--- src/rtl/koa_mult_arbiter.sv ---
// Two-port arbiter in front of one registered Karatsuba significand multiplier.
// Define KOA_ARB_RR_EN for round-robin arbitration; default is fixed priority (port 0 wins).
module koa_mult_arbiter #(
  parameter int SW     = 56,
  parameter int SETTLE = 2
) (
  input  logic            clk,
  input  logic            rst,
  input  logic            req0_i,
  input  logic [SW-1:0]   a0_i,
  input  logic [SW-1:0]   b0_i,
  output logic            gnt0_o,
  input  logic            req1_i,
  input  logic [SW-1:0]   a1_i,
  input  logic [SW-1:0]   b1_i,
  output logic            gnt1_o,
  output logic [SW-1:0]   mul_a_o,
  output logic [SW-1:0]   mul_b_o,
  output logic            mul_load_o,
  input  logic [2*SW-1:0] mul_result_i,
  output logic [2*SW-1:0] result_o,
  output logic            done_o,
  output logic            done_id_o,
  output logic            busy_o
);

  localparam int CW = (SETTLE > 1) ? $clog2(SETTLE) : 1;
  localparam logic [CW-1:0] CNT_INIT = CW'(SETTLE - 1);

  typedef enum logic [1:0] {IDLE, CALC, CAPT} state_t;

  state_t        state;
  state_t        state_nxt;
  logic [CW-1:0] cnt;
  logic          owner;
  logic          pick0;
  logic          pick1;

  // owner doubles as "last granted" for round-robin; it resets to 1 so port 0 wins first
  always_comb begin
    pick0 = 1'b0;
    pick1 = 1'b0;
    if (state == IDLE && rst) begin
`ifdef KOA_ARB_RR_EN
      pick0 = req0_i & (~req1_i | owner);
      pick1 = req1_i & (~req0_i | ~owner);
`else
      pick0 = req0_i;
      pick1 = req1_i & ~req0_i;
`endif
    end
  end

  always_comb begin
    state_nxt  = state;
    mul_load_o = 1'b0;
    case (state)
      IDLE: if (pick0 | pick1) state_nxt = CALC;
      CALC: begin
        if (cnt == '0) begin
          mul_load_o = 1'b1;
          state_nxt  = CAPT;
        end
      end
      CAPT:    state_nxt = IDLE;
      default: state_nxt = IDLE;
    endcase
  end

  always_ff @(posedge clk or negedge rst) begin
    if (!rst) begin
      state <= IDLE;
      cnt   <= '0;
      owner <= 1'b1;
    end else begin
      state <= state_nxt;
      if (pick0 | pick1) begin
        owner <= pick1;
        cnt   <= CNT_INIT;
      end else if (state == CALC && cnt != '0) begin
        cnt <= cnt - 1'b1;
      end
    end
  end

  // operands stay frozen from the grant edge so the KOA core settles as a multicycle path
  always_ff @(posedge clk or negedge rst) begin
    if (!rst) begin
      mul_a_o   <= '0;
      mul_b_o   <= '0;
      result_o  <= '0;
      done_o    <= 1'b0;
      done_id_o <= 1'b0;
    end else begin
      done_o <= 1'b0;
      if (pick0 | pick1) begin
        mul_a_o <= pick1 ? a1_i : a0_i;
        mul_b_o <= pick1 ? b1_i : b0_i;
      end
      if (state == CAPT) begin
        result_o  <= mul_result_i;
        done_o    <= 1'b1;
        done_id_o <= owner;
      end
    end
  end

  assign gnt0_o = pick0;
  assign gnt1_o = pick1;
  assign busy_o = (state != IDLE);

endmodule

--- config.mk ---
export PLATFORM = sky130hd
export DESIGN_NAME = koa_mult_arbiter
export DESIGN_NICKNAME = d
export VERILOG_FILES = /design/src/rtl/koa_mult_arbiter.sv
export SDC_FILE = /design/constraint.sdc
export NUM_CORES = 1
export LEC_CHECK = 0
export CAP_MARGIN = 20
export CORE_AREA = 3 3 222 224
export CTS_CLUSTER_DIAMETER = 150
export DETAILED_ROUTE_END_ITERATION = 6
export DIE_AREA = 0 0 225 227
export PLACE_DENSITY = 0.51
export SLEW_MARGIN = 10
export SYNTH_ARGS = -nofsm -noshare
export SYNTH_HDL_FRONTEND = slang
export SYNTH_SLANG_ARGS = --single-unit
export TNS_END_PERCENT = 10
--- constraint.sdc ---
create_clock -name clk -period 2.1 [get_ports clk]
set_input_delay 0.42 -clock clk [delete_from_list [all_inputs] [get_ports clk]]
set_output_delay 0.42 -clock clk [all_outputs]
set_load 0.01 [all_outputs]
==> implementation parameters <==
Parameter                              Value

Timing
  Fin crit share    between 90% and 100%
  Worst hold margin    0.396 ns
  Max Clk Rate    500 MHz
  Least setup slack across all paths after layout    0.0982 ns
  Time the final worst path needs with I/O delays and setup    approximately 2 ns
  Count of final setup violators    0
  Transition time at the pin with the least slew margin    about 0.83 ns
  Final Max Tran Viols    0
  Clock skew after layout    approximately 0.0070 ns
  Headroom to the max-slew limit    about 44%
  Setup repair after global routing missed its margin    true
  Hold Violations, Final    0

Logic synthesis
  Unique masters post-synth    19
  Post-synth net total    about 960
  FF+latch count, synth    230
  Cell area after technology mapping    10500 sq um
  Warnings from Yosys    0
  Post-synthesis area per instance    around 17 sq um
  Synth Instances    roughly 620
  Sequential element share of the synthesized area    a little over half

Placed design
  Worst slack at placement    -0.138 ns
  Port buffer count    569
  Number of placed cells counting well taps    ~1800
  GP Congestion    around 0.77
  Sum of net half-perimeters after detailed placement    about 29 mm

Drt
  First-iteration detailed-routing DRC count    ~180
  Post-detailed-route wirelength per cell    approximately 20 um
  Vias per cell    4.03
  DR DRC count    0
  Initial DRT Pass Iterations    4
  Total Wirelength    36.9 mm
  Total via count in the routed design    7562
  Residual antenna-violating net count after detailed routing    0

Critical path
  Launching instance or port of the critical path    state[1]$_DFFE_PN0P_
  Slowest CP cell    dfrtp_1
  Crit path depth    7
  Count of buffering cells on the critical path with inverters included    4
  Critical path destination    mul_a_o[53]$_DFFE_PN0P_
  RR Endpoint    mul_a_o[53]$_DFFE_PN0P_
  Largest stage delay on the critical path    ~0.42 ns
  Maximum fanout encountered on the critical timing path    23
  Endpoint required time on the critical path    2.52 ns
  Cell occurring most often along the worst timing path    buf_4
  Arr. time, crit path    2.42 ns
  Cell-by-cell trace of the critical path    nor3b_2 -> buf_4 -> buf_4 -> buf_4 -> o21a_4 -> buf_12 -> mux2_2
  Number of cell instances on the worst register-to-register path    7
  FF-to-FF Start    state[1]$_DFFE_PN0P_
  Setup slack, reg-to-reg    0.1 ns
  Critical path launch point type    flop
  CP top delay family    buffers and inverters
  Endpoint class of the critical path    flop
  Startpoint-to-endpoint class of the critical path    flop to flop

Power and ir drop
  Max IR drop VDD    about 0.52 mV
  Internal power summed over all cells    17300 uW
  LEAKAGE    just under 0.008 uW
  Portion of total power attributed to sequential cells    between 30% and 40%
  Power per cell area    1350 nW/um^2
  Portion of total power attributed to the clock network    roughly a fifth
  Sw Share    between 20% and 30%
  Net load switching power    ~7400 uW
  Comb power frac    47.4%

Final layout
  Final std cells w/o fill    1877
  Layout cells sized above 1    35.6%
  Final Util    between 30% and 40%
  Total number of nets in the final design    1578
  Area overhead of the layout relative to synthesis    73.5%

Global routing
  Global-route usage over all layers    a little over an eighth
  Vias in the first global route    slightly above 8000
  Pin count of the biggest net entering global routing    around 110
  Antenna violations before repair    4
  First-pass GRT wire length    52.8 mm
  Remaining global-route overflow    0

Clocking
  Number of buffers between clock root and the deepest sink    3
  CTS H-tree depth    1
  Cell at the root of the clock tree    clkbuf_16
  Clock Sinks    230
  Number of CTS-inserted buffers    29
  Insertion delay to the later sink of the worst-skew pair    approximately 0.55 ns
  TritonCTS clock tree    done
  Clock transition at the registers of the reported paths    approximately 0.06 ns

Run
  Max-cap check violation count    0

Floorplanning
  Full die area    approximately 51000 sq um
  Number of top-level pins    570
  Width of the die    approximately 230 um
  Chip height    approximately 230 um
  Placement row count    80
  Effective utilization at floorplan    between 20 and 25%
  Core Box Area    between 40000 and 50000 sq um

Run status
  Outcome    complete, no violations

Hold path
  Hold/Removal Path Class    input pin to async pin
-- Yosys cell counts --
cell type	n	share of area (%)
buf_4	2	0.14
buf_2	22	1.0
nor2_1	4	0.14
and2_1	1	0.060
dfrtp_1	229	55
inv_1	2	0.071
buf_12	5	0.95
mux2_2	199	21
o21a_1	1	0.071
mux2_4	138	20
nand2b_1	2	0.12
buf_8	2	0.29
o21bai_1	1	0.071
buf_6	8	0.86
dfstp_2	1	0.25
a21o_1	1	0.071
nor3b_2	1	0.12
nor2b_1	2	0.12
a21oi_1	1	0.048
-- power by group through the flow --
stage / registers, uW / logic, uW / clock network, uW
5_1_grt: 8290 / 12400 / 5370
4_1_cts: 8000 / 11800 / 5210
2_1_floorplan: 8970 / 4080 / 0
3_3_place_gp: 7970 / 11800 / 0
3_5_place_dp: 8020 / 11800 / 0
6_report: 7960 / 11700 / 4990
-- per-layer routing --
layer | track usage [%] | part of all wire [%]
met5 | 0 | 0.087
met4 | 3.65 | 2.2
met3 | 5.92 | 11
met2 | 23.8 | 50
met1 | 15.2 | 37
-- worst register-to-register path, cell delays in order (launching register included) --
cell and delay, ns:
dfrtp_1 0.42, nor3b_2 0.19, buf_4 0.17, buf_4 0.11
buf_4 0.13, o21a_4 0.25, buf_12 0.24, mux2_2 0.37
-- cell usage in the layout, fill, tap and decap left out, drive strengths merged --
cell type	instances
dlygate4sd3	1
dfstp	1
diode	3
and2	1
nand2b	2
buf	57
a21oi	1
clkdlybuf4s15	1
clkinvlp	1
dlygate4sd2	1
clkdlybuf4s50	563
o21bai	1
nor2	4
nor3b	1
clkbuf	40
o21a	2
mux2	337
clkinv	8
dfrtp	229
bufinv	3
inv	2
a21o	1
nor2b	2
-- worst min path at each step --
stage / from / to / slack, ns
6_report: rst / mul_b_o[45]$_DFFE_PN0P_ / 0.40
5_1_grt: rst / mul_b_o[45]$_DFFE_PN0P_ / 0.40
4_1_cts: rst / mul_b_o[45]$_DFFE_PN0P_ / 0.38
3_5_place_dp: rst / mul_b_o[45]$_DFFE_PN0P_ / 0.43
3_3_place_gp: rst / mul_a_o[37]$_DFFE_PN0P_ / 0.44
2_1_floorplan: rst / cnt$_DFFE_PN0P_ / 0.12
-- final cells by class --
type	count	area, sq um
Multi-Input combinational cell	352	4450
Clock inverter	12	138
Sequential cell	230	5760
Clock buffer	40	807
Fill cell	4589	29300
Tap cell	615	769
Timing Repair Buffer	623	6300
Inverter	2	7.51
Antenna cell	3	7.51
-- sequential cells by signal (all words and copies together), names as in the netlist --
signal,count
done_o,1
done_id_o,1
cnt,1
mul_b_o,56
state,2
owner,1
mul_a_o,56
result_o,112
-- through the flow --
stage                     instance area, sq um  total power, uW  setup TNS [ns]
after floorplan                          10500            13100               0
after global placement                   17200            19700          -10.37
after detailed placement                 17200            19800          -10.57
after CTS                                18200            25100         -0.0970
after global routing                     18200            26000         -0.0308
final                                    18200            24600               0
-- kinds of logic (layout without fill, tap and decap cells) --
| group | count (synthesis) | after routing | synth area share (%) |
|---|---|---|---|
| and+or+nand+nor | 10 | 10 | 0.560 |
| DFF | 230 | 230 | 54.8 |
| buffers and inverters | 41 | 677 | 3.36 |
| AOI/OAI and AO/OA | 4 | 5 | 0.262 |
| muxes | 337 | 337 | 41.0 |
| other | 0 | 3 | 0 |
-- what timing repair did --
item / 4_1_cts / 5_1_grt
endpoints found under the hold margin: 20 / 0
gates cloned: 0 / 1
setup endpoints to repair: 5 / 4
buffers inserted: 2 / 1
hold buffers: 1 / 0
resized for setup: 14 / 10
pin swaps: 0 / 1
Note: power is estimated with default switching activity, not from simulation.
